$ cat src/rtl/mandel_pkg.sv
// Shared types and constants for the Mandelbrot pixel scanner.
package mandel_pkg;

  localparam int unsigned COORD_W_DEF = 32;
  localparam int unsigned FRAC_BITS   = COORD_W_DEF - 4;

  typedef logic signed [COORD_W_DEF-1:0] coord_t;

  typedef enum logic [1:0] {
    IDLE = 2'd0,
    SCAN = 2'd1,
    DONE = 2'd2
  } state_t;

endpackage

$ cat src/rtl/mandel_pixel_scanner.sv
// Walks a frame row by row, emitting LANES pixel coordinates per beat in Q4.(COORD_W-4).
// Coordinates are stepped incrementally by delta; lane offsets k*delta are built once at start.
module mandel_pixel_scanner
  import mandel_pkg::*;
#(
  parameter int unsigned LANES   = 1,
  parameter int unsigned XY_W    = 10,
  parameter int unsigned COORD_W = 32
) (
  input  logic                     clk,
  input  logic                     rst,
  input  logic                     start,
  input  logic                     abort,
  input  logic [XY_W-1:0]          x_size,
  input  logic [XY_W-1:0]          y_size,
  input  logic [COORD_W-1:0]       re_min,
  input  logic [COORD_W-1:0]       im_max,
  input  logic [COORD_W-1:0]       delta,
  input  logic                     out_ready,
  output logic                     out_valid,
  output logic [XY_W-1:0]          out_x,
  output logic [XY_W-1:0]          out_y,
  output logic [LANES*COORD_W-1:0] out_re,
  output logic [COORD_W-1:0]       out_im,
  output logic [LANES-1:0]         out_mask,
  output logic                     out_eol,
  output logic                     out_eof,
  output logic                     busy,
  output logic                     done
);

  localparam int unsigned XE    = XY_W + 3;
  localparam int unsigned LOG_L = (LANES == 4) ? 2 : ((LANES == 2) ? 1 : 0);

  state_t                   state, state_nxt;
  logic [XY_W-1:0]          xs_q, ys_q, xs_nxt, ys_nxt;
  logic [COORD_W-1:0]       re_min_q, delta_q, re_min_nxt, delta_nxt;
  logic [LANES*COORD_W-1:0] off_q, off_nxt, off_new;
  logic [XY_W-1:0]          x_nxt, y_nxt;
  logic [LANES*COORD_W-1:0] re_nxt;
  logic [COORD_W-1:0]       im_nxt;
  logic [COORD_W-1:0]       step;
  logic [LANES-1:0]         mask_nxt;
  logic                     eol_nxt, eof_nxt, flags_upd;

  // Lane offsets k*delta from shifts and adds (k <= 3)
  always_comb begin
    off_new = '0;
    for (int k = 0; k < LANES; k++) begin
      case (k)
        1:       off_new[k*COORD_W +: COORD_W] = delta;
        2:       off_new[k*COORD_W +: COORD_W] = delta << 1;
        3:       off_new[k*COORD_W +: COORD_W] = delta + (delta << 1);
        default: off_new[k*COORD_W +: COORD_W] = '0;
      endcase
    end
  end

  assign step = delta_q << LOG_L;

  // Next state and next datapath values
  always_comb begin
    state_nxt  = state;
    xs_nxt     = xs_q;
    ys_nxt     = ys_q;
    re_min_nxt = re_min_q;
    delta_nxt  = delta_q;
    off_nxt    = off_q;
    x_nxt      = out_x;
    y_nxt      = out_y;
    re_nxt     = out_re;
    im_nxt     = out_im;
    flags_upd  = 1'b0;
    unique case (state)
      IDLE: begin
        if (start) begin
          xs_nxt     = x_size;
          ys_nxt     = y_size;
          re_min_nxt = re_min;
          delta_nxt  = delta;
          off_nxt    = off_new;
          if (x_size == '0 || y_size == '0) begin
            state_nxt = DONE;
          end else begin
            state_nxt = SCAN;
            x_nxt     = '0;
            y_nxt     = '0;
            im_nxt    = im_max;
            flags_upd = 1'b1;
            for (int k = 0; k < LANES; k++)
              re_nxt[k*COORD_W +: COORD_W] = re_min + off_new[k*COORD_W +: COORD_W];
          end
        end
      end
      SCAN: begin
        if (abort) begin
          state_nxt = IDLE;
        end else if (out_ready) begin
          if (out_eof) begin
            state_nxt = DONE;
          end else if (out_eol) begin
            x_nxt     = '0;
            y_nxt     = out_y + XY_W'(1);
            im_nxt    = out_im - delta_q;
            flags_upd = 1'b1;
            for (int k = 0; k < LANES; k++)
              re_nxt[k*COORD_W +: COORD_W] = re_min_q + off_q[k*COORD_W +: COORD_W];
          end else begin
            x_nxt     = out_x + XY_W'(LANES);
            flags_upd = 1'b1;
            for (int k = 0; k < LANES; k++)
              re_nxt[k*COORD_W +: COORD_W] = out_re[k*COORD_W +: COORD_W] + step;
          end
        end
      end
      default: state_nxt = IDLE;
    endcase
  end

  // Beat flags for the position about to be presented
  always_comb begin
    mask_nxt = out_mask;
    eol_nxt  = out_eol;
    eof_nxt  = out_eof;
    if (flags_upd) begin
      for (int k = 0; k < LANES; k++)
        mask_nxt[k] = (XE'(x_nxt) + XE'(k)) < XE'(xs_nxt);
      eol_nxt = (XE'(x_nxt) + XE'(LANES)) >= XE'(xs_nxt);
      eof_nxt = eol_nxt && (y_nxt == ys_nxt - XY_W'(1));
    end
  end

  always_ff @(posedge clk or posedge rst) begin
    if (rst) state <= IDLE;
    else     state <= state_nxt;
  end

  always_ff @(posedge clk or posedge rst) begin
    if (rst) begin
      xs_q      <= '0;
      ys_q      <= '0;
      re_min_q  <= '0;
      delta_q   <= '0;
      off_q     <= '0;
      out_x     <= '0;
      out_y     <= '0;
      out_re    <= '0;
      out_im    <= '0;
      out_mask  <= '0;
      out_eol   <= 1'b0;
      out_eof   <= 1'b0;
      out_valid <= 1'b0;
      busy      <= 1'b0;
      done      <= 1'b0;
    end else begin
      xs_q      <= xs_nxt;
      ys_q      <= ys_nxt;
      re_min_q  <= re_min_nxt;
      delta_q   <= delta_nxt;
      off_q     <= off_nxt;
      out_x     <= x_nxt;
      out_y     <= y_nxt;
      out_re    <= re_nxt;
      out_im    <= im_nxt;
      out_mask  <= mask_nxt;
      out_eol   <= eol_nxt;
      out_eof   <= eof_nxt;
      out_valid <= (state_nxt == SCAN);
      busy      <= (state_nxt == SCAN);
      done      <= (state_nxt == DONE);
    end
  end

endmodule

$ cat config.mk
export PLATFORM = sky130hd
export DESIGN_NAME = mandel_pixel_scanner
export DESIGN_NICKNAME = d
export VERILOG_FILES = /design/src/rtl/mandel_pkg.sv /design/src/rtl/mandel_pixel_scanner.sv
export SDC_FILE = /design/constraint.sdc
export NUM_CORES = 1
export LEC_CHECK = 0
export ABC_AREA = 0
export CAP_MARGIN = 20
export CORE_AREA = 2 2 225 183
export CTS_CLUSTER_DIAMETER = 50
export DETAILED_ROUTE_END_ITERATION = 10
export DIE_AREA = 0 0 227 185
export GPL_TIMING_DRIVEN = 0
export PLACE_DENSITY = 0.6
export SYNTH_ARGS = -nofsm -noshare
export SYNTH_HDL_FRONTEND = slang
export SYNTH_SLANG_ARGS = --single-unit
$ cat constraint.sdc
create_clock -name clk -period 11 [get_ports clk]
set_input_delay 3.3 -clock clk [delete_from_list [all_inputs] [get_ports clk]]
set_output_delay 3.3 -clock clk [all_outputs]
set_load 0.01 [all_outputs]
Yosys cells after proc, flatten, opt, wreduce, memory -nomap -nowiden

Cells that the tools add are included.

Add/subtract/negate cells: 6
$lt $le $gt $ge: 2
Eq/ne operators: 10
Multiplexer cells: 44
Reductions and logical operators: 9

Operator list:

| cell                                                                 | count |
|---|---|
| 32-bit 2-to-1 mux                                                    | 12 |
| 10-bit 2-to-1 mux                                                    | 16 |
| 32-bit case mux with 2 select lines                                  | 2 |
| 10-bit case mux with 2 select lines                                  | 2 |
| 32-bit adder                                                         | 1 |
| 32-bit subtractor                                                    | 1 |
| 10-bit by 1-bit adder with 10-bit output, second input constant      | 2 |
| 10-bit logical NOT                                                   | 2 |
| 2-bit inequality test, second input constant                         | 6 |
| 10-bit by 1-bit adder with 11-bit output, second input constant      | 1 |
| 11-bit by 10-bit >= comparator with 1-bit output                     | 1 |
| 10-bit == test                                                       | 1 |
| 10-bit less-than comparator                                          | 1 |
| 2-bit 2-to-1 mux                                                     | 5 |
| 10-bit by 1-bit subtractor with 10-bit output, second input constant | 1 |
| 7-bit AND reduction                                                  | 1 |
| 6-bit AND reduction                                                  | 1 |
| 1-bit 2-to-1 mux                                                     | 5 |
| 2-bit by 1-bit == test with 1-bit output, second input constant      | 2 |
| 2-bit case mux with 2 select lines                                   | 1 |
| 2-bit == test, second input constant                                 | 1 |
| 2-bit logical NOT                                                    | 1 |
| 1-bit case mux with 2 select lines                                   | 1 |
| 2-bit AND reduction                                                  | 1 |
| other kinds (3)                                                      | 3 |

Register bits: 175
Input bits: 121
Logic and storage cells: 85

Longest topological paths before layout

Gate-level depths: netlist of run 1.

Depth after elaboration: 9
Mapped depth: 18
Mapped depth without buffers: 18

Least setup slack after synthesis of run 1

OpenSTA, ideal clock, no wires.

Path kind: in2reg
From: in x_size[4]
To: reg out_eol
Setup time: 0.125 ns
Arrival: 6.716 ns
Required time: 10.875 ns
Slack: 4.159 ns
Stages: 18
Path buffers: 0
Cell sequence: or4_1 nor4_2 nor2_1 nand2_1 a32oi_1 o21ai_1 ha_1 and2_1 nand2_1 xnor2_1 ha_1 o21ai_0 a21oi_1 o21a_1 o21ai_0 a21oi_1 a311o_1 mux2_2

Cells in the longest elaborated chain, start to end: 7

Ends and longest elaborated chain:

| item                                             | RTL line                    | source |
|---|---|---|
| start, declared                                  | mandel_pixel_scanner.sv:14  | `input logic [XY_W-1:0] x_size,` |
| 10-bit logical NOT                               | mandel_pixel_scanner.sv:82  | `if (x_size == '0 \|\| y_size == '0) begin` |
| 1-bit logical OR                                 | mandel_pixel_scanner.sv:82  |  |
| 10-bit 2-to-1 mux                                | mandel_pixel_scanner.sv:82  |  |
| 10-bit 2-to-1 mux                                | mandel_pixel_scanner.sv:76  | `if (start) begin` |
| 10-bit case mux with 2 select lines              | mandel_pixel_scanner.sv:74  | `unique case (state)` |
| net x_nxt[0]                                     | mandel_pixel_scanner.sv:39  | `logic [XY_W-1:0] x_nxt, y_nxt;` |
| 10-bit by 1-bit adder with 11-bit output         | mandel_pixel_scanner.sv:128 | `eol_nxt = (XE'(x_nxt) + XE'(LANES)) >= XE'(xs_nxt);` |
| 11-bit by 10-bit >= comparator with 1-bit output | mandel_pixel_scanner.sv:128 |  |
| end signal, assigned                             | mandel_pixel_scanner.sv:166 | `out_eol <= eol_nxt;` |
| end, declared                                    | mandel_pixel_scanner.sv:26  | `output logic out_eol,` |

The timed path passes the listed nets, and every way through them passes these cells.
A chain may end at the register's enable or synchronous reset.

Final worst setup path of run 1

From: in start
To: reg out_eol

RTL lines:

| item                                             | RTL line                    | source |
|---|---|---|
| start, declared                                  | mandel_pixel_scanner.sv:12  | `input logic start,` |
| 10-bit 2-to-1 mux                                | mandel_pixel_scanner.sv:76  |  |
| 10-bit 2-to-1 mux                                | mandel_pixel_scanner.sv:74  |  |
| net xs_nxt[0]                                    | mandel_pixel_scanner.sv:36  | `logic [XY_W-1:0] xs_q, ys_q, xs_nxt, ys_nxt;` |
| 11-bit by 10-bit >= comparator with 1-bit output | mandel_pixel_scanner.sv:128 |  |

The timed path passes the listed nets, and every way through them passes these cells.

==> results.ini, run 1 <==
[clock_tree]
cts_root_buffer = clkbuf_16
ctsHoldBuffers = 0
clockBufferDepth = 2
cts_buffers = 17
cts_setup_buffers = 0
cts_tree = done
clock_sinks = 175
htreeDepth = 4
path_clk_slew_ps = 70
insertion_delay_ps = 460
cts-resized-gates = 0

[place]
io_buffers = 210
dp_cells = 2168
pre_cts_ws_ps = 2730
gp_congestion = 0.9171
hpwl_mm = 33.76

[synthesis]
syn_inst = 1413
synth_edf_count = 0
ys_types = 82
synth_fp_nets = 1622
synthFlopType = dfrtp_1
ys_async_sr_fraction_pct = 100.0
synth_seq_cells = 175
synth_area_mm2 = 0.01175
yosysWarnings = 0
syn_area_per_cell_um2 = 8.316
ys_seq_area_share_pct = 37.27

[final_layout]
ff_latch_area_mm2 = 0.004379
synthToLayoutAreaGrowth_pct = 29.25
multiInputGateArea_mm2 = 0.006823
fill_cells = 4102
drive_gt1_share_pct = 4.106
nets = 1852
finalNonFillerCells = 2204

[global_routing]
antenna_found_initial = 6
grt_overflow = 0
grt_pass1_vias = 11230
track_usage_pct = 20.83
grt_pass1_wl_mm = 65.41
grt_start_max_net_pins = 116

[sta]
hold_viol_final = 0
setup_viol = 0
rsz0062_at_grt = false
fmax_mhz = 127.4
fin_crit_sh_pct = 71.36
slew_headroom_pct = 38.03
slew_violations = 0
finalCriticalPeriod_ps = 7849
fin_ws_ps = 3151
whs_ps = 469.4
finalClockSkew_ps = 14.46
tightest_slew_ps = 929.6
tns_ps = 0

[routing]
drc = 0
ant_nets = 0
wire_per_inst_um = 19.66
vias = 11320
drtIter0Drc = 870
viasPerCell = 5.135
drt-total-wl_mm = 43.33
drtPass1Iterations = 5

[worst_setup_path]
cp_top_family = buffers and inverters
worstSetupStartpointType = input port
path_cells = clkdlybuf4s50_1, nor3b_2, clkbuf_1, buf_1, clkbuf_1, nand2_1, nand2_1, ha_1, nand2_1, a21oi_1, nor2b_1, o21ai_0, a21oi_1, o21a_1, o21ai_0, a21oi_1, a311o_1, mux2_2
cp_max_fo = 10
worstSetupPathType = in2reg
arrival_ps = 8190
slowest_stage = clkbuf_1
ff2ff_setup_slack_ps = 6060
critPathCaptureType = flop
critPathRequiredTime_ps = 11340
slowest_delay_ps = 650
crit_buf_inv = 4

[pwr]
power_density_mw_per_mm2 = 242.1
vdd_drop_max_v = 0.0001078
p_leak_nw = 6.700

[floorplanning]
placement_rows = 66
initial_core_util_pct = 29.40
num_io_pins = 211
core_region_area_mm2 = 0.03997
die-area_mm2 = 0.04200
die_y_um = 185
die_x_um = 227

[min_path]
min_path_type = reg2reg

[job]
drv_cap = 0

[status]
outcome = finished clean

==> registers in the layout (all words and copies together), names as in the netlist <==
name,count
busy,1
delta_q,32
done,1
out_eof,1
out_eol,1
out_im,32
out_mask,1
out_re,32
out_x,10
out_y,10
re_min_q,32
state,2
xs_q,10
ys_q,10
==> area by class of cell <==
class	instances	share of cell area, %
multi-input combinational	1099	44.92
sequential	175	28.83
timing repair buffer	211	14.02
tap	544	4.482
clock buffer	22	3.122
inverter	74	1.878
buffer	65	1.780
clock inverter	10	0.8898
antenna	4	0.06591
==> worst paths after layout <==
check	from	end	cells past startpoint
hold / removal	re_min_q[18]	re_min_q[18]	2
min in group asynchronous	rst	xs_q[0]	2
setup reg to reg	state[1]	out_eol	17
hold reg to reg	re_min_q[18]	re_min_q[18]	2
setup / recovery	start	out_eol	18
max in group asynchronous	rst	out_im[11]	3
==> kinds of logic (layout without fill, tap and decap cells) <==
kind of cell	after synthesis	count (layout)	synth area share (%)
AO/OA/AOI/OAI	396	396	21.00
adder cells (fa/ha/maj)	88	88	9.498
AND/OR/NAND/NOR	520	520	20.10
multiplexers	29	29	2.545
flip-flops	175	175	37.27
XOR/XNOR	66	66	4.920
other	0	4	0
buffers and inverters	139	382	4.664
==> layer usage <==
| metal | global-route usage, % | part of all wire [%] | up-vias |
|---|---|---|---|
| li1 | - | - | 5456 |
| met1 | 27.86 | 45 | 5430 |
| met2 | 33.05 | 45 | 368 |
| met3 | 5.282 | 7.7 | 57 |
| met4 | 6.353 | 2.3 | 6 |
| met5 | 0 | 0.092 | - |
==> synthesized netlist by cell type, drive strengths merged, types with 9 or more instances <==
cell type / instances / area, um2
o211ai: 21 / 157.7
xnor2: 39 / 341.6
nand2: 267 / 1002
ha: 86 / 1076
dfrtp: 175 / 4379
inv: 74 / 277.8
nor3b: 9 / 77.57
nor2: 91 / 341.6
or3: 11 / 68.82
a31oi: 17 / 106.4
a21oi: 91 / 459.2
mux2i: 25 / 250.2
nand4: 10 / 77.57
nor2b: 13 / 81.33
nand2b: 12 / 75.07
clkbuf: 46 / 173.9
o22ai: 9 / 56.30
buf: 19 / 96.34
a21o: 28 / 210.2
nor3: 33 / 165.2
xor2: 27 / 236.5
o21a: 17 / 127.6
and3: 10 / 62.56
nand3: 32 / 160.2
o21ai: 139 / 695.7
==> layout by cell type, fill, tap and decap left out, drive strengths merged, types with 5 or more instances in the layout <==
cell	count
mux2i	25
dfrtp	175
a21o	28
clkdlybuf4s50	210
or3	11
o21bai	6
and3	10
xor2	27
nor2	91
ha	86
a211oi	8
nor2b	13
nand3	32
o22ai	9
or4	5
clkinv	6
o21ai	139
nor3b	9
xnor2	39
nand2b	12
clkbuf	68
o21a	17
nand4	10
o211ai	21
a31oi	17
a221oi	5
inv	74
nor3	33
or2	7
a41oi	5
buf	20
nand2	267
o31a	5
a21oi	91
==> power by group <==
group          leakage (nW)  switching, mW  internal (mW)
clock network         0.300          0.281          0.375
logic                  4.24           1.11          0.905
registers              2.16          0.180          0.822
total                  6.70           1.57           2.10
==> through the flow <==
stage | cell area, um2 | util (%) | power (mW)
after CTS | 15180 | 37.97 | 3.682
final | 15190 | 38.00 | 3.677
after global placement | 14530 | 36.36 | 2.980
after detailed placement | 14570 | 36.45 | 3.015
after floorplan | 11750 | - | 2.294
after global routing | 15180 | 37.97 | 3.963
==> tightest hold or removal path, delay by kind of cell, from the launching register on <==
kind	cells	cell delay [ps]
DFF	1	340
and+or+nand+nor	2	100
Power figures use the tool's default switching activity.
==> inputs of run 2 (changes only) <==
==> constraint.sdc (replaced) <==
create_clock -name clk -period 8 [get_ports clk]
set_input_delay 2.4 -clock clk [delete_from_list [all_inputs] [get_ports clk]]
set_output_delay 2.4 -clock clk [all_outputs]
set_load 0.01 [all_outputs]
==> results of run 2 <==
Same layout as run 1 (identical final DEF). Status: finished clean.
Main changes from that run: setup slack after placement 2730 ps -> 629.8 ps; setup slack after layout 3151 ps -> 1051 ps; register-to-register setup slack 6060 ps -> 3060 ps; total power 3.677 mW -> 5.055 mW; worst IR drop on VDD 0.0001078 V -> 0.0001483 V
